--- src/rtl/lsu_pkg.sv ---
// LSU shared types: FSM states, access size, fault cause, AXI response.
// Also the byte-offset width helper used by the top and the aligner.
package lsu_pkg;

  typedef enum logic [5:0] {
    S_IDLE    = 6'b000001,
    S_RD_ADDR = 6'b000010,
    S_RD_DATA = 6'b000100,
    S_WR_REQ  = 6'b001000,
    S_WR_RESP = 6'b010000,
    S_DONE    = 6'b100000
  } lsu_state_e;

  typedef enum logic [1:0] {
    SZ_B = 2'd0,
    SZ_H = 2'd1,
    SZ_W = 2'd2,
    SZ_D = 2'd3
  } lsu_size_e;

  typedef enum logic [1:0] {
    C_NONE     = 2'd0,
    C_MISALIGN = 2'd1,
    C_BUS      = 2'd2,
    C_ILLEGAL  = 2'd3
  } lsu_cause_e;

  typedef logic [1:0] axi_resp_t;

  localparam axi_resp_t AXI_OKAY = 2'b00;

  function automatic int off_w(input int dw);
    return $clog2(dw / 8);
  endfunction

endpackage

--- src/rtl/lsu_align.sv ---
// Combinational lane logic: misalign check, store strobe/shift, load
// extract with sign/zero extension. Ports: size, low addr bits, data in/out.
module lsu_align
  import lsu_pkg::*;
#(
  parameter int XLEN   = 32,
  parameter int AXI_DW = 32,
  parameter int OW     = off_w(AXI_DW),
  parameter int LW     = (OW > 3) ? OW : 3
) (
  input  lsu_size_e           size_i,
  input  logic [LW-1:0]       addr_lo_i,
  input  logic                sgn_i,
  input  logic [XLEN-1:0]     wdata_i,
  input  logic [AXI_DW-1:0]   rdata_i,
  output logic                misalign_o,
  output logic [AXI_DW/8-1:0] strb_o,
  output logic [AXI_DW-1:0]   wdata_o,
  output logic [XLEN-1:0]     ldata_o
);

  localparam int SW = AXI_DW / 8;

  logic [OW-1:0]   off;
  logic [OW+2:0]   shamt;
  logic [SW-1:0]   bmask;
  logic [XLEN-1:0] val;
  logic [XLEN-1:0] mask;
  logic            sbit;

  assign off   = addr_lo_i[OW-1:0];
  assign shamt = {off, 3'b000};
  assign val   = XLEN'(rdata_i >> shamt);

  always_comb begin
    misalign_o = 1'b0;
    bmask      = '0;
    mask       = '1;
    sbit       = 1'b0;
    unique case (size_i)
      SZ_B: begin
        bmask = SW'(8'h01);
        mask  = XLEN'(64'hFF);
        sbit  = val[7];
      end
      SZ_H: begin
        misalign_o = addr_lo_i[0];
        bmask      = SW'(8'h03);
        mask       = XLEN'(64'hFFFF);
        sbit       = val[15];
      end
      SZ_W: begin
        misalign_o = |addr_lo_i[1:0];
        bmask      = SW'(8'h0F);
        mask       = XLEN'(64'hFFFF_FFFF);
        sbit       = val[31];
      end
      SZ_D: begin
        misalign_o = |addr_lo_i[2:0];
        bmask      = SW'(8'hFF);
        mask       = '1;
        sbit       = val[XLEN-1];
      end
      default: ;
    endcase
  end

  assign strb_o  = bmask << off;
  assign wdata_o = AXI_DW'(wdata_i) << shamt;
  assign ldata_o = (val & mask)
                 | ((sgn_i && sbit) ? ~mask : '0);

endmodule

--- src/rtl/lsu_axi_ctrl.sv ---
// Load/store unit: EXU request -> AXI-Lite master -> WBU result/fault.
// Optional LSU_PERF_CNT_EN adds perf_ld_o/perf_st_o/perf_stall_o.
module lsu_axi_ctrl
  import lsu_pkg::*;
#(
  parameter int XLEN   = 32,
  parameter int AXI_AW = 32,
  parameter int AXI_DW = 32
) (
  input  logic                clk_i,
  input  logic                rst_i,
  input  logic                m_valid_i,
  output logic                m_ready_o,
  input  logic                ren_i,
  input  logic                wen_i,
  input  logic                is_load_signed_i,
  input  logic [1:0]          size_i,
  input  logic [XLEN-1:0]     addr_i,
  input  logic [XLEN-1:0]     wdata_i,
  output logic                wb_valid_o,
  input  logic                wb_ready_i,
  output logic [XLEN-1:0]     rdata_o,
  output logic                err_o,
  output logic [1:0]          err_cause_o,
  output logic                mst_ar_valid_o,
  output logic [AXI_AW-1:0]   ar_addr_o,
  input  logic                ar_ready_i,
  input  logic                mst_r_valid_i,
  input  logic [AXI_DW-1:0]   r_data_i,
  input  axi_resp_t           r_resp_i,
  output logic                r_ready_o,
  output logic                mst_aw_valid_o,
  output logic [AXI_AW-1:0]   aw_addr_o,
  input  logic                aw_ready_i,
  output logic                mst_w_valid_o,
  output logic [AXI_DW-1:0]   w_data_o,
  output logic [AXI_DW/8-1:0] w_strb_o,
  input  logic                w_ready_i,
  input  logic                mst_b_valid_i,
  input  axi_resp_t           b_resp_i,
  output logic                b_ready_o
`ifdef LSU_PERF_CNT_EN
  ,
  output logic [63:0]         perf_ld_o,
  output logic [63:0]         perf_st_o,
  output logic [63:0]         perf_stall_o
`endif
);

  localparam int OW = off_w(AXI_DW);
  localparam int LW = (OW > 3) ? OW : 3;

  lsu_state_e      state_q, state_d;
  lsu_size_e       size_q, size_d, a_size;
  lsu_cause_e      cause_q, cause_d;
  logic [XLEN-1:0] addr_q, addr_d, a_addr;
  logic [XLEN-1:0] wdata_q, wdata_d;
  logic [XLEN-1:0] res_q, res_d;
  logic            sgn_q, sgn_d;
  logic            awd_q, awd_d;
  logic            wd_q, wd_d;
  logic            idle;
  logic            misalign;
  logic            bad_sz;
  logic [XLEN-1:0] ldata;
  logic [XLEN-1:0] line_addr;

  // Misalign is judged on live inputs at accept, data paths on latched.
  assign idle   = (state_q == S_IDLE);
  assign a_size = idle ? lsu_size_e'(size_i) : size_q;
  assign a_addr = idle ? addr_i : addr_q;
  assign bad_sz = (XLEN == 32) && (size_i == 2'd3);

  lsu_align #(
    .XLEN   (XLEN),
    .AXI_DW (AXI_DW)
  ) u_align (
    .size_i     (a_size),
    .addr_lo_i  (a_addr[LW-1:0]),
    .sgn_i      (sgn_q),
    .wdata_i    (wdata_q),
    .rdata_i    (r_data_i),
    .misalign_o (misalign),
    .strb_o     (w_strb_o),
    .wdata_o    (w_data_o),
    .ldata_o    (ldata)
  );

  assign line_addr = {addr_q[XLEN-1:OW], OW'(0)};
  assign ar_addr_o = AXI_AW'(line_addr);
  assign aw_addr_o = AXI_AW'(line_addr);

  assign rdata_o     = res_q;
  assign err_o       = (cause_q != C_NONE);
  assign err_cause_o = cause_q;

  always_comb begin
    state_d        = state_q;
    size_d         = size_q;
    cause_d        = cause_q;
    addr_d         = addr_q;
    wdata_d        = wdata_q;
    res_d          = res_q;
    sgn_d          = sgn_q;
    awd_d          = awd_q;
    wd_d           = wd_q;
    m_ready_o      = 1'b0;
    mst_ar_valid_o = 1'b0;
    r_ready_o      = 1'b0;
    mst_aw_valid_o = 1'b0;
    mst_w_valid_o  = 1'b0;
    b_ready_o      = 1'b0;
    wb_valid_o     = 1'b0;
    unique case (state_q)
      S_IDLE: begin
        m_ready_o = 1'b1;
        if (m_valid_i) begin
          addr_d  = addr_i;
          size_d  = lsu_size_e'(size_i);
          sgn_d   = is_load_signed_i;
          wdata_d = wdata_i;
          awd_d   = 1'b0;
          wd_d    = 1'b0;
          res_d   = '0;
          cause_d = C_NONE;
          if ((ren_i && wen_i)
              || ((ren_i || wen_i) && bad_sz)) begin
            cause_d = C_ILLEGAL;
            state_d = S_DONE;
          end else if ((ren_i || wen_i) && misalign) begin
            cause_d = C_MISALIGN;
            state_d = S_DONE;
          end else if (ren_i) begin
            state_d = S_RD_ADDR;
          end else if (wen_i) begin
            state_d = S_WR_REQ;
          end else begin
            state_d = S_DONE;
          end
        end
      end
      S_RD_ADDR: begin
        mst_ar_valid_o = 1'b1;
        if (ar_ready_i) state_d = S_RD_DATA;
      end
      S_RD_DATA: begin
        r_ready_o = 1'b1;
        if (mst_r_valid_i) begin
          res_d = ldata;
          if (r_resp_i != AXI_OKAY) cause_d = C_BUS;
          state_d = S_DONE;
        end
      end
      S_WR_REQ: begin
        mst_aw_valid_o = !awd_q;
        mst_w_valid_o  = !wd_q;
        awd_d = awd_q || aw_ready_i;
        wd_d  = wd_q || w_ready_i;
        if (awd_d && wd_d) state_d = S_WR_RESP;
      end
      S_WR_RESP: begin
        b_ready_o = 1'b1;
        if (mst_b_valid_i) begin
          if (b_resp_i != AXI_OKAY) cause_d = C_BUS;
          state_d = S_DONE;
        end
      end
      S_DONE: begin
        wb_valid_o = 1'b1;
        if (wb_ready_i) state_d = S_IDLE;
      end
      default: state_d = S_IDLE;
    endcase
  end

  always_ff @(posedge clk_i or negedge rst_i) begin
    if (!rst_i) begin
      state_q <= S_IDLE;
      size_q  <= SZ_B;
      cause_q <= C_NONE;
      addr_q  <= '0;
      wdata_q <= '0;
      res_q   <= '0;
      sgn_q   <= 1'b0;
      awd_q   <= 1'b0;
      wd_q    <= 1'b0;
    end else begin
      state_q <= state_d;
      size_q  <= size_d;
      cause_q <= cause_d;
      addr_q  <= addr_d;
      wdata_q <= wdata_d;
      res_q   <= res_d;
      sgn_q   <= sgn_d;
      awd_q   <= awd_d;
      wd_q    <= wd_d;
    end
  end

`ifdef LSU_PERF_CNT_EN
  logic [63:0] ld_cnt, st_cnt, stall_cyc;

  always_ff @(posedge clk_i or negedge rst_i) begin
    if (!rst_i) begin
      ld_cnt    <= '0;
      st_cnt    <= '0;
      stall_cyc <= '0;
    end else begin
      if (idle && state_d == S_RD_ADDR) ld_cnt <= ld_cnt + 64'd1;
      if (idle && state_d == S_WR_REQ) st_cnt <= st_cnt + 64'd1;
      if (!idle && state_q != S_DONE)
        stall_cyc <= stall_cyc + 64'd1;
    end
  end

  assign perf_ld_o    = ld_cnt;
  assign perf_st_o    = st_cnt;
  assign perf_stall_o = stall_cyc;
`endif

endmodule

--- config.mk ---
export PLATFORM = sky130hd
export DESIGN_NAME = lsu_axi_ctrl
export DESIGN_NICKNAME = d
export VERILOG_FILES = /design/src/rtl/lsu_pkg.sv /design/src/rtl/lsu_align.sv /design/src/rtl/lsu_axi_ctrl.sv
export SDC_FILE = /design/constraint.sdc
export NUM_CORES = 1
export LEC_CHECK = 0
export BUFFER_PORTS_ARGS = -buffer_cell sky130_fd_sc_hd__buf_2
export CORE_UTILIZATION = 40
export DETAILED_ROUTE_END_ITERATION = 7
export GPL_TIMING_DRIVEN = 0
export PLACE_DENSITY = 0.76
export SLEW_MARGIN = 15
export SYNTH_ARGS = -nofsm -noshare
export SYNTH_HDL_FRONTEND = slang
export SYNTH_HIERARCHICAL = 1
export SYNTH_SLANG_ARGS = --single-unit
--- constraint.sdc ---
create_clock -name clk_i -period 7.22 [get_ports clk_i]
set_input_delay 0 -clock clk_i [delete_from_list [all_inputs] [get_ports clk_i]]
set_output_delay 0 -clock clk_i [all_outputs]
set_load 0.03 [all_outputs]
# Yosys cells after proc, flatten, opt, wreduce, memory -nomap -nowiden
# Cells that the tools add are included.
# op_classes
mux,39
n_eq_ne,18
bitwise_logic,3
shifts,3
reduce_logical,26
# op_table
cell,n
$mux W32,3
$pmux W32 S3,1
$pmux W32 S2,1
$mux W6,10
$pmux W6 S6,1
$and A32 B32 Y32,1
$not A32 Y32,1
$or A32 B32 Y32,1
$shl A32 B5 Y32,1
$shr A32 B5 Y32,1
$ne A2 B2 Y1 const B,8
$mux W2,7
$pmux W4 S3,1
$reduce_and A6 Y1,2
$reduce_bool A2 Y1,5
$mux W1,9
$eq A2 B2 Y1 const B,3
$eq A6 B1 Y1 const B,1
$eq A6 B2 Y1 const B,1
$eq A6 B3 Y1 const B,1
$eq A6 B4 Y1 const B,1
$eq A6 B5 Y1 const B,1
$eq A6 B6 Y1 const B,1
$pmux W1 S3,2
other kinds (14),25
# totals
out_inout_bits,142
register_bits,109
wordCells,98

# Logic depth before layout (Yosys ltp)
# Gate-level depths: netlist of run 1.
# depth
depth_word,10
depth_mapped,16
mapped_depth_nobuf,11

# Hierarchy
# Netlist of run 1, hierarchy kept.
# by_module_without_submodules
module,cells_per_inst,area_each_um2,seq_area_each_um2,instances
lsu_axi_ctrl,369,4924.7,2728.9,1
lsu_align,206,1426.4,0.0,1

# Least setup slack after synthesis of run 1
# No wires, ideal clock.
# synth_timing
kind,register -> register
start,register state_q[2]
end,register cause_q[0] (netlist: err_cause_o[0])
setup_time_ps,124
required_ps,7096
stages_incl_launch_ff,15
t_arrival_ps,2837
path_buffers,4
slack_ps,4259
cell_sequence,dfrtp_1 -> or4_1 -> or2_1 -> buf_6 -> nand2_1 -> nand2_1 -> buf_4 -> buf_6 -> buf_4 -> a21oi_1 -> o22ai_1 -> a21o_1 -> maj3_1 -> nand2_1 -> mux2i_1
# synth_between
elab_chain_len,9
word_cells_on_any_way,23
classes_between,eq/ne: 11; mux: 7; reduce/logical: 5
# synth_rtl
item,line_no,rtl
from (decl),lsu_axi_ctrl.sv:53,"lsu_state_e state_q, state_d;"
from (signal assigned),lsu_axi_ctrl.sv:188,state_q <= state_d;
$eq A6 B1 Y1 *,lsu_axi_ctrl.sv:69,assign idle = (state_q == S_IDLE);
$mux W3 *,lsu_axi_ctrl.sv:71,assign a_addr = idle ? addr_i : addr_q;
named net a_addr[1],lsu_axi_ctrl.sv:56,"logic [XLEN-1:0] addr_q, addr_d, a_addr;"
$reduce_or A3 Y1 or $reduce_or A2 Y1 (tied branches),"lsu_align.sv:59, lsu_align.sv:53",
$pmux W1 S3 *,lsu_align.sv:40,unique case (size_i)
named net misalign,lsu_axi_ctrl.sv:63,logic misalign;
$logic_and A1 B1 Y1 *,lsu_axi_ctrl.sv:130,end else if ((ren_i || wen_i) && misalign) begin
$mux W1 *,lsu_axi_ctrl.sv:130,
$mux W2 *,lsu_axi_ctrl.sv:126,if ((ren_i && wen_i)
$mux W2 *,lsu_axi_ctrl.sv:117,if (m_valid_i) begin
$pmux W2 S3 *,lsu_axi_ctrl.sv:114,unique case (state_q)
to (signal assigned),lsu_axi_ctrl.sv:190,cause_q <= cause_d;
to (decl),lsu_axi_ctrl.sv:55,"lsu_cause_e cause_q, cause_d;"
# The timed path passes the listed nets; every way through them passes the cells marked *. The select of a mux whose other input is x is not followed.
# A chain may end at the register's enable or synchronous reset.

# Worst setup path after layout of run 1
# layout_timing
start,register state_q[2]
end,register state_q[1]
# layout_between
elab_chain_len,9
word_cells_on_any_way,26
classes_between,eq/ne: 15; mux: 7; reduce/logical: 4
# layout_rtl
item,line_no
$eq A6 B1 Y1 *,lsu_axi_ctrl.sv:69
$mux W3 *,lsu_axi_ctrl.sv:71
named net a_addr[1],lsu_axi_ctrl.sv:56
$reduce_or A3 Y1 or $reduce_or A2 Y1 (tied branches),"lsu_align.sv:59, lsu_align.sv:53"
$pmux W1 S3 *,lsu_align.sv:40
named net misalign,lsu_axi_ctrl.sv:63
$logic_and A1 B1 Y1 *,lsu_axi_ctrl.sv:130
$mux W6 *,lsu_axi_ctrl.sv:130
$mux W6 *,lsu_axi_ctrl.sv:126
$mux W6 *,lsu_axi_ctrl.sv:117
$pmux W6 S6 *,lsu_axi_ctrl.sv:114
# Marks and branches as above.

==> impl_metrics.json, run 1 <==
{
  "run_status": "complete, no violations",
  "netlist_top_cells_area": "sky130_fd_sc_hd__dfrtp_1 (43%), sky130_fd_sc_hd__mux2_2 (12%), sky130_fd_sc_hd__buf_4 (8.7%)",
  "routed-via-count": 5839,
  "power_switching_share_pct": 50.5,
  "globalRouteTotalUtil_pct": 24.5,
  "timing.final.crit_period_ns": 3.74,
  "floorplan.die.width_um": 128,
  "final-hold-violation-count": 0,
  "timing.setup.tns_ns": 0,
  "worstHoldPathType": "primary input to flip-flop",
  "initial_core_util_pct": 41.3,
  "holdPathStages": 3,
  "fillers": 1270,
  "finalNonFillerCells": 1134,
  "grt_pass1_wl_um": 30400,
  "fin_hold_ws_ns": 0.0219,
  "fin_skew_ns": 0.00659,
  "synth_cells": 575,
  "cts-root-buf": "sky130_fd_sc_hd__clkbuf_16",
  "clkSlewWorstSetupHoldPaths_ns": 0.07,
  "cp_data_required_time_ns": 7.46,
  "clock_latency_ns": 0.36,
  "timing.setup.critical_path_class": "flip-flop to flip-flop",
  "maxCapViolCount": 0,
  "antenna_found_initial": 0,
  "netlist_top_cells_count": "sky130_fd_sc_hd__dfrtp_1 (108), sky130_fd_sc_hd__buf_4 (74), sky130_fd_sc_hd__mux2_2 (70)",
  "layout-area-overhead-vs-synth_pct": 41.7,
  "share_clk_of_total_power_pct": 10.9,
  "dpl.cell_count": 1041,
  "arrival_ns": 3.98,
  "highest_layer": "met4",
  "gp_congestion": 0.830,
  "vias_in_the_first_global_route": 5667,
  "tritoncts_clock_tree": "yes",
  "post-synth-top-count-cell": "sky130_fd_sc_hd__dfrtp_1",
  "nets": 1031,
  "seq_power_share_pct": 20.1,
  "grt_max_degree": 62,
  "totalWireLength_um": 19800,
  "worst-path-max-fanout": 10,
  "timing.final.crit_share_pct": 51.8,
  "port-buffer-count": 251,
  "slew_at_the_pin_closest_to_its_max_slew_limit_ns": 0.853,
  "cts_buffers": 9,
  "syn-cell-area_um2": 6350,
  "grt_overflow_total": 0,
  "ctsHtreeMaxLevel": 3,
  "ctsResizeCount": 0,
  "crit_path_start_kind": "flip-flop",
  "sequential_fraction_of_the_synthesis_area_pct": 43.0,
  "timing_max_transition_violations_final": 0,
  "clock_path_buffers": 2,
  "post_place_worst_slack_ns": 3.92,
  "p_switching_mw": 2.52,
  "netlist.area_leader.share_pct": 42.6,
  "core-area_um2": 15400,
  "power_report.internal_total_mw": 2.47,
  "route.layer.met1.wl_um": 8090,
  "residual_drc_count": 0,
  "power.static_leakage_nw": 4.50,
  "wire_per_inst_um": 17.4,
  "ioPinCount": 256,
  "avgViaCountPerCell": 5.15,
  "clock_sink_count": 109,
  "postSynthRegisterBits": 109,
  "fp.dieH_um": 128,
  "dominantRegCellSynth": "sky130_fd_sc_hd__dfrtp_1",
  "avgSynthCellArea_um2": 11.0,
  "p_per_area_nw_per_um2": 554,
  "synthDistinctLibCells": 65,
  "overall_die_area_um2": 16400,
  "dr_pass1_iterations": 5,
  "routed-wl-met3_um": 1110,
  "synth_warnings": 6,
  "power.combinational.fraction_pct": 69.0,
  "yosys.area.top_type": "sky130_fd_sc_hd__dfrtp_1",
  "postRouteAntennaNets": 0,
  "relSlewSlack_pct": 42.7,
  "crit_path_end_kind": "flip-flop",
  "unrepaired_setup_endpoints_after_global_routing": "no",
  "fmax_mhz": 267,
  "drive_gt1_share_pct": 48.8,
  "dr_wl_met2_um": 10100,
  "synthArstFlopShare_pct": 100,
  "synth_edf_count": 0,
  "drtIter0Drc": 473,
  "placementRows": 45,
  "dp_hpwl_um": 13900,
  "timing.final.ws_setup_ns": 3.48,
  "final_setup_violation_count": 0,
  "rr_worst_depth": 16,
  "power.ir.vdd_worst_mv": 0.445
}
==> per-stage QoR <==
step / util, % / total power, mW / area (um2)
2_1_floorplan: - / 3.49 / 6360
3_3_place_gp: 51.3 / 4.32 / 7880
3_5_place_dp: 51.5 / 4.37 / 7920
4_1_cts: 58.5 / 4.96 / 9000
5_1_grt: 58.5 / 5.27 / 9000
6_report: 58.6 / 4.99 / 9000
==> worst max-delay path, stage by stage, from the launching register on <==
cell                            delay, ns
sky130_fd_sc_hd__dfrtp_1             0.46
sky130_fd_sc_hd__or4_1               0.55
sky130_fd_sc_hd__or2_1               0.25
sky130_fd_sc_hd__buf_6               0.15
sky130_fd_sc_hd__inv_2               0.06
sky130_fd_sc_hd__buf_6               0.14
sky130_fd_sc_hd__nand2_1             0.06
sky130_fd_sc_hd__nand2_1             0.16
sky130_fd_sc_hd__buf_4               0.24
sky130_fd_sc_hd__buf_6               0.21
sky130_fd_sc_hd__buf_4               0.22
sky130_fd_sc_hd__a21oi_1             0.06
sky130_fd_sc_hd__o22ai_1             0.22
sky130_fd_sc_hd__a21oi_1             0.09
sky130_fd_sc_hd__nand2_1             0.11
sky130_fd_sc_hd__o22ai_1             0.08
sky130_fd_sc_hd__dlygate4sd3_1       0.55
==> state kept, by name (all words and copies together) (netlist names) <==
register	cells
addr_q	32
state_q	6
err_cause_o	2
awd_q	1
size_q	2
wdata_q	32
rdata_o	32
sgn_q	1
wd_q	1
==> metal layers <==
| metal | track usage [%] | vias to the layer above |
|---|---|---|
| met2 | 41.8 | 262 |
| met4 | 9.62 | 0 |
| met5 | 0 | - |
| met1 | 30.8 | 2837 |
| met3 | 4.22 | 33 |
| li1 | - | 2707 |
==> power by group through the flow <==
| stage | Sequential [mW] | Combinational, mW | Clock, mW |
|---|---|---|---|
| global route | 1.03 | 3.66 | 0.583 |
| floorplan | 0.970 | 2.52 | 0 |
| detailed placement | 1.01 | 3.36 | 0 |
| global placement | 0.998 | 3.33 | 0 |
| CTS | 0.998 | 3.41 | 0.557 |
| finish | 1.00 | 3.44 | 0.542 |
==> final timing paths <==
kind | endpoint | slack, ns | start
worst max-delay path | state_q[1]$_DFFE_PN0P_ | 3.48 | state_q[2]$_DFFE_PN0P_
worst min-delay path | state_q[3]$_DFFE_PN0P_ | 0.02 | ren_i
worst max register to register | state_q[1]$_DFFE_PN0P_ | 3.48 | state_q[2]$_DFFE_PN0P_
worst min register to register | rdata_o[19]$_DFFE_PN0P_ | 0.50 | rdata_o[19]$_DFFE_PN0P_
max in group asynchronous | size_q[0]$_DFFE_PN0P_ | 6.41 | rst_i
min in group asynchronous | addr_q[26]$_DFFE_PN0P_ | 0.14 | rst_i
==> logic make-up after synthesis <==
logic type | Yosys count | synth area share, %
compound gates | 123 | 14.5
xor+xnor | 4 | 0.552
fa+ha+maj | 1 | 0.158
buf+inv | 110 | 12.9
flops | 109 | 43.0
mux | 110 | 19.1
other cells | 1 | 0.0590
simple gates | 117 | 9.71
==> what timing repair did <==
item	CTS	global route
hold buffers	76	0
buffers inserted	0	0
hold endpoints to repair	123	0
setup endpoints to repair	0	0
==> placed cells by master, fill, tap and decap left out, drive strengths merged, types with 2 or more instances in the layout <==
cell type and instances:
mux2i 26, nor2 17, buf 349, nor3b 3, nor2b 10, nand2b 5, nand2 54, or2 2
nor3 2, bufinv 2, a21oi 16, a221oi 8, xor2 3, or3b 2, clkbuf 15, a211oi 16
a21o 2, dfrtp 108, conb 4, or4 4, and2 8, o211ai 16, mux2 84, dlygate4sd3 76
or3 2, o21ai 20, o22ai 4, inv 11, a22o 32
==> cell type report <==
cell class	count	area (um2)	area share, %
Clock inverter	6	91.3	1.01
Inverter	8	30.0	0.334
Clock buffer	10	229	2.54
Timing Repair Buffer	328	2050	22.8
Multi-Input combinational cell	359	2810	31.2
Sequential cell	109	2730	30.3
Antenna cell	1	2.50	0.0278
Buffer	102	792	8.80
Tap cell	211	264	2.93
No activity file was read; power rests on OpenSTA's default activity.
==> inputs of run 2 (changes only) <==
==> constraint.sdc (replaced) <==
create_clock -name clk_i -period 3.5 [get_ports clk_i]
set_input_delay 0 -clock clk_i [delete_from_list [all_inputs] [get_ports clk_i]]
set_output_delay 0 -clock clk_i [all_outputs]
set_load 0.03 [all_outputs]
==> run 2 against run 1 <==
  * Critical path depth shrank 5
  * Sequential power grew 110%
  * Critical endpoint is now w_data_o[19]
  * Critical path type is now flip-flop to output pin
  * Cell area grew 0.15%
==> impl_metrics.json, run 2 (synthesis gave the netlist of run 1 again) <==
{
  "crit_path_start": "state_q[2]$_DFFE_PN0P_",
  "layout-area-overhead-vs-synth_pct": 41.9,
  "worst-path-stages": 11,
  "residual_drc_count": 0,
  "antenna_found_initial": 0,
  "timing.final.crit_period_ns": 3.32,
  "timing.critical_path.to": "w_data_o[19]",
  "worstHoldPathType": "primary input to flip-flop",
  "path_delay_family": "buffers and inverters",
  "fmax_mhz": 301,
  "clock_latency_ns": 0.36,
  "relSlewSlack_pct": 42.4,
  "final_setup_violation_count": 0,
  "floorplan.die.width_um": 128,
  "multi_input_area_um2": 2820,
  "crit_path_start_kind": "flip-flop",
  "maxCapViolCount": 0,
  "run_status": "complete, no violations",
  "cp_data_required_time_ns": 3.50,
  "cp_common_cell": "sky130_fd_sc_hd__buf_6",
  "fillers": 1270,
  "cts_buffers": 9,
  "timing.final.crit_share_pct": 94.9,
  "vias_in_the_first_global_route": 5671,
  "final-hold-violation-count": 0,
  "r2r_end": "err_cause_o[0]$_DFFE_PN0P_",
  "power.static_leakage_nw": 4.51,
  "postRouteAntennaNets": 0,
  "setup.reg_to_reg.worst_slack_ns": 0.18,
  "slew_at_the_pin_closest_to_its_max_slew_limit_ns": 0.858,
  "clkSlewWorstSetupHoldPaths_ns": 0.07,
  "clock_sink_count": 109,
  "totalWireLength_um": 19800,
  "grt_pass1_wl_um": 30400,
  "critical_path_buf_inv_count": 6,
  "cts-root-buf": "sky130_fd_sc_hd__clkbuf_16",
  "overall_die_area_um2": 16400,
  "globalRouteTotalUtil_pct": 24.5,
  "cells_traversed_along_the_worst_timing_path": "or4_1 -> or2_1 -> buf_6 -> inv_2 -> buf_6 -> nand2_1 -> nand2_1 -> buf_6 -> clkbuf_1 -> o21ai_1 -> buf_2",
  "routed-via-count": 5846,
  "final_core_utilization_pct": 58.6,
  "avgViaCountPerCell": 5.16,
  "drtIter0Drc": 399,
  "placementRows": 45,
  "power.ir.vdd_worst_mv": 0.919,
  "wire_per_inst_um": 17.4,
  "clock_path_buffers": 2,
  "worst-path-max-fanout": 10,
  "dp_hpwl_um": 13900,
  "rr_worst_depth": 13,
  "crit_path_end_kind": "output pin",
  "area.sequential_um2": 2730,
  "dr_pass1_iterations": 5,
  "arrival_ns": 3.32,
  "initial_core_util_pct": 41.3,
  "p_per_area_nw_per_um2": 1150,
  "ctsHtreeMaxLevel": 3,
  "gp_congestion": 0.830,
  "grt_max_degree": 62,
  "ioPinCount": 256,
  "max_stage_delay_ns": 0.56,
  "core-area_um2": 15400,
  "fin_skew_ns": 0.00718,
  "unrepaired_setup_endpoints_after_global_routing": "no",
  "timing_max_transition_violations_final": 0,
  "postCtsSetupRepairBufs": 0,
  "nets": 1031,
  "tritoncts_clock_tree": "yes",
  "fp.dieH_um": 128,
  "drive_gt1_share_pct": 49.2,
  "port-buffer-count": 251,
  "worst_path_max_delay_cell": "sky130_fd_sc_hd__clkbuf_1",
  "layout_common_cells": "sky130_fd_sc_hd__buf_2 (258), sky130_fd_sc_hd__dfrtp_1 (108), sky130_fd_sc_hd__dlygate4sd3_1 (76)",
  "r2r_start": "state_q[2]$_DFFE_PN0P_",
  "timing.setup.tns_ns": 0,
  "timing.setup.critical_path_class": "flip-flop to output pin",
  "layout_commonest_cell": "sky130_fd_sc_hd__buf_2",
  "grt_overflow_total": 0
}
==> run 2: changes by cell type in the layout (fill, tap and decap cells not counted) <==
cell                       delta
sky130_fd_sc_hd__nor2_2       +1
sky130_fd_sc_hd__nand2_2      +1
sky130_fd_sc_hd__nor2_1       -1
sky130_fd_sc_hd__buf_6        +1
sky130_fd_sc_hd__clkbuf_1     -2
sky130_fd_sc_hd__clkbuf_4     +1
sky130_fd_sc_hd__nand2_1      -1
sky130_fd_sc_hd__buf_2        -1
sky130_fd_sc_hd__buf_4        -1
sky130_fd_sc_hd__clkbuf_2     +2
==> run 2: report_power, final <==
part / internal, mW / switching (mW) / total [mW]
registers: 1.71 / 0.361 / 2.07
clock network: 0.635 / 0.485 / 1.12
logic: 2.77 / 4.37 / 7.14
total: 5.12 / 5.21 / 10.3
==> run 2: final cells by class <==
| cell class | instances | area share (%) |
|---|---|---|
| Antenna cell | 1 | 0.0278 |
| Timing Repair Buffer | 328 | 22.8 |
| Clock inverter | 6 | 1.01 |
| Clock buffer | 10 | 2.54 |
| Multi-Input combinational cell | 359 | 31.2 |
| Sequential cell | 109 | 30.3 |
| Tap cell | 211 | 2.93 |
| Buffer | 102 | 8.88 |
| Inverter | 8 | 0.333 |
==> run 2: worst min path at each step <==
stage / start / endpoint / slack [ns] / cells after the start
after floorplan: rst_i / addr_q[0]$_DFFE_PN0P_ / -0.30 / 0
after global placement: ar_ready_i / state_q[1]$_DFFE_PN0P_ / 0.21 / 2
after detailed placement: rst_i / addr_q[26]$_DFFE_PN0P_ / -0.03 / 1
after CTS: r_data_i[26] / rdata_o[26]$_DFFE_PN0P_ / 0.03 / 4
after global routing: r_data_i[30] / rdata_o[30]$_DFFE_PN0P_ / 0.06 / 4
final: r_data_i[26] / rdata_o[26]$_DFFE_PN0P_ / 0.04 / 4
==> run 2: per-layer routing <==
layer | share of wire, % | track usage [%]
met5 | 0 | 0
met3 | 5.8 | 4.22
met2 | 51 | 41.9
met1 | 41 | 30.8
met4 | 2.3 | 9.62
==> run 2: worst min-delay path: stages <==
cell and delay (ns):
sky130_fd_sc_hd__buf_2 0.11, sky130_fd_sc_hd__nand2_1 0.05, sky130_fd_sc_hd__o211ai_1 0.07, sky130_fd_sc_hd__a22o_1 0.13
==> run 2: what timing repair did <==
action                                 in CTS  in global routing
gates resized for setup                     1                  6
endpoints found under the hold margin     123                  0
hold buffers                               76                  0
setup endpoints to repair                   1                 13
==> run 2: per-stage QoR <==
stage,cell area (um2),hold slack [ns],setup slack (ns),power (mW),cells
after floorplan,6360,-0.296,0.539,7.21,578
after detailed placement,7920,-0.0328,0.196,9.01,1041
after CTS,9000,0.0254,0.0752,10.2,1133
after global routing,9010,0.0572,0.00773,10.9,1133
final,9010,0.0449,0.177,10.3,1134
after global placement,7880,0.212,0.211,8.92,1040
==> inputs of run 3 (changes only) <==
--- a/config.mk
+++ b/config.mk
@@ -6,6 +6,7 @@
 export NUM_CORES = 1
 export LEC_CHECK = 0
 export BUFFER_PORTS_ARGS = -buffer_cell sky130_fd_sc_hd__buf_2
+export CORE_ASPECT_RATIO = 0.9
 export CORE_UTILIZATION = 40
 export DETAILED_ROUTE_END_ITERATION = 7
 export GPL_TIMING_DRIVEN = 0
==> run 3 against run 2 <==
  * Sequential share of layout area is 0.14 points higher
  * Core utilization fell by 0.53 points
  * Clock skew increased by 0.0022 ns
  * Routed wire length shrank 1.5%
  * Register-to-register slack hardly changed
  * Critical path type unchanged
  * Highest routed layer unchanged
  * Clock power fell by 13%
==> impl_metrics.json, run 3 (synthesis gave the netlist of run 1 again) <==
{
  "grt_max_degree": 74,
  "postRouteAntennaNets": 0,
  "power.ir.vdd_worst_mv": 0.610,
  "clock_path_buffers": 2,
  "run_status": "complete, no violations",
  "cells_traversed_along_the_worst_timing_path": "or4_1 -> or2_1 -> buf_6 -> inv_2 -> buf_6 -> nand2_1 -> nand2_2 -> buf_6 -> buf_6 -> buf_4 -> a211oi_1 -> a21oi_1 -> buf_2",
  "layout-area-overhead-vs-synth_pct": 41.3,
  "overall_die_area_um2": 16400,
  "crit_path_start_kind": "flip-flop",
  "grt_pass1_wl_um": 29600,
  "core-area_um2": 15400,
  "timing.final.crit_period_ns": 3.34,
  "cts-root-buf": "sky130_fd_sc_hd__clkbuf_16",
  "tritoncts_clock_tree": "yes",
  "timing.final.crit_share_pct": 95.3,
  "p_per_area_nw_per_um2": 1130,
  "worst-path-max-fanout": 10,
  "postCtsSetupRepairBufs": 0,
  "ctsHtreeMaxLevel": 3,
  "clkSlewWorstSetupHoldPaths_ns": 0.07,
  "cts_buffers": 9,
  "slew_at_the_pin_closest_to_its_max_slew_limit_ns": 0.934,
  "port-buffer-count": 251,
  "wire_per_inst_um": 17.3,
  "floorplan.die.width_um": 135,
  "crit_path_end_kind": "output pin",
  "ioPinCount": 256,
  "routed-via-count": 5824,
  "multi_input_area_um2": 2820,
  "dpl.cell_count": 1032,
  "timing_max_transition_violations_final": 0,
  "fmax_mhz": 300,
  "fin_skew_ns": 0.00938,
  "timing.setup.tns_ns": 0,
  "nets": 1031,
  "worst_path_max_delay_cell": "sky130_fd_sc_hd__or4_1",
  "fp.dieH_um": 122,
  "gp_congestion": 0.858,
  "worstHoldPathType": "primary input to flip-flop",
  "drive_gt1_share_pct": 49.6,
  "antenna_found_initial": 0,
  "fillers": 1318,
  "clock_sink_count": 109,
  "final_setup_violation_count": 0,
  "initial_core_util_pct": 41.1,
  "finalNonFillerCells": 1124,
  "grt_overflow_total": 0,
  "layout_commonest_cell": "sky130_fd_sc_hd__buf_2",
  "avgViaCountPerCell": 5.18,
  "cp_common_cell": "sky130_fd_sc_hd__buf_6",
  "layout_common_cells": "sky130_fd_sc_hd__buf_2 (257), sky130_fd_sc_hd__dfrtp_1 (108), sky130_fd_sc_hd__dlygate4sd3_1 (76)",
  "unrepaired_setup_endpoints_after_global_routing": "no",
  "relSlewSlack_pct": 37.3,
  "dr_pass1_iterations": 5,
  "clock_latency_ns": 0.35,
  "timing.setup.critical_path_class": "flip-flop to output pin",
  "dp_hpwl_um": 13500,
  "vias_in_the_first_global_route": 5646,
  "drtIter0Drc": 274,
  "arrival_ns": 3.34,
  "power.static_leakage_nw": 4.49,
  "maxCapViolCount": 0,
  "finalPower_mw": 10.2,
  "final-hold-violation-count": 0,
  "fin_hold_ws_ns": 0.0410,
  "placementRows": 43,
  "cp_data_required_time_ns": 3.50,
  "max_stage_delay_ns": 0.55,
  "globalRouteTotalUtil_pct": 23.5,
  "antenna_cells_inserted": 0,
  "residual_drc_count": 0,
  "totalWireLength_um": 19500,
  "area.sequential_um2": 2730
}
-- run 3: final timing paths --
path                                          from                 endpoint  slack, ns  cells past startpoint
max in group asynchronous                    rst_i   state_q[0]$_DFFE_PN1P_       2.65                      3
hold / removal                        r_data_i[27]  rdata_o[27]$_DFFE_PN0P_       0.04                      4
setup / recovery            state_q[2]$_DFFE_PN0P_             w_data_o[30]       0.16                     13
setup reg to reg            state_q[2]$_DFFE_PN0P_  rdata_o[13]$_DFFE_PN0P_       0.17                     12
min in group asynchronous                    rst_i   addr_q[25]$_DFFE_PN0P_       0.11                      2
hold reg to reg            rdata_o[19]$_DFFE_PN0P_  rdata_o[19]$_DFFE_PN0P_       0.50                      1
-- run 3: repair_timing --
action | in CTS | in global routing
setup endpoints to repair | 2 | 32
hold buffers | 76 | 0
endpoints found under the hold margin | 182 | 0
resized for setup | 1 | 11
-- run 3: area by class of cell --
cell class	count	area share [%]
multi-input combinational	359	31.5
sequential	109	30.4
timing repair buffer	328	22.9
buffer	102	8.98
tap	202	2.82
clock buffer	9	2.51
clock inverter	7	0.613
inverter	8	0.335
-- run 3: per-layer routing --
metal / wire [um] / vias up / GRT usage (%)
li1: - / 2697 / -
met5: 0 / - / 0
met3: 1310 / 32 / 3.95
met2: 9580 / 266 / 40.1
met1: 8220 / 2829 / 30.4
met4: 356 / 0 / 7.44
-- run 3: worst max-delay path: cells and delay by family, from the launching register on --
| family | cells | cell delay, ns |
|---|---|---|
| simple gates | 4 | 1.02 |
| compound gates | 2 | 0.27 |
| flops | 1 | 0.46 |
| buf+inv | 7 | 1.20 |
-- run 3: power by group --
| part | switching (mW) | leakage (nW) | internal, mW | total, mW |
|---|---|---|---|---|
| clock network | 0.485 | 0.138 | 0.492 | 0.977 |
| logic | 4.34 | 2.99 | 2.80 | 7.14 |
| registers | 0.360 | 1.37 | 1.71 | 2.07 |
-- run 3: per-stage QoR --
stage / setup WS [ns] / util [%] / area (um2)
after floorplan: 0.539 / - / 6360
after global placement: 0.0645 / 51.0 / 7870
after detailed placement: 0.0340 / 51.2 / 7910
after CTS: 0.0201 / 57.9 / 8950
after global routing: 0.0115 / 58.1 / 8970
final: 0.164 / 58.1 / 8970
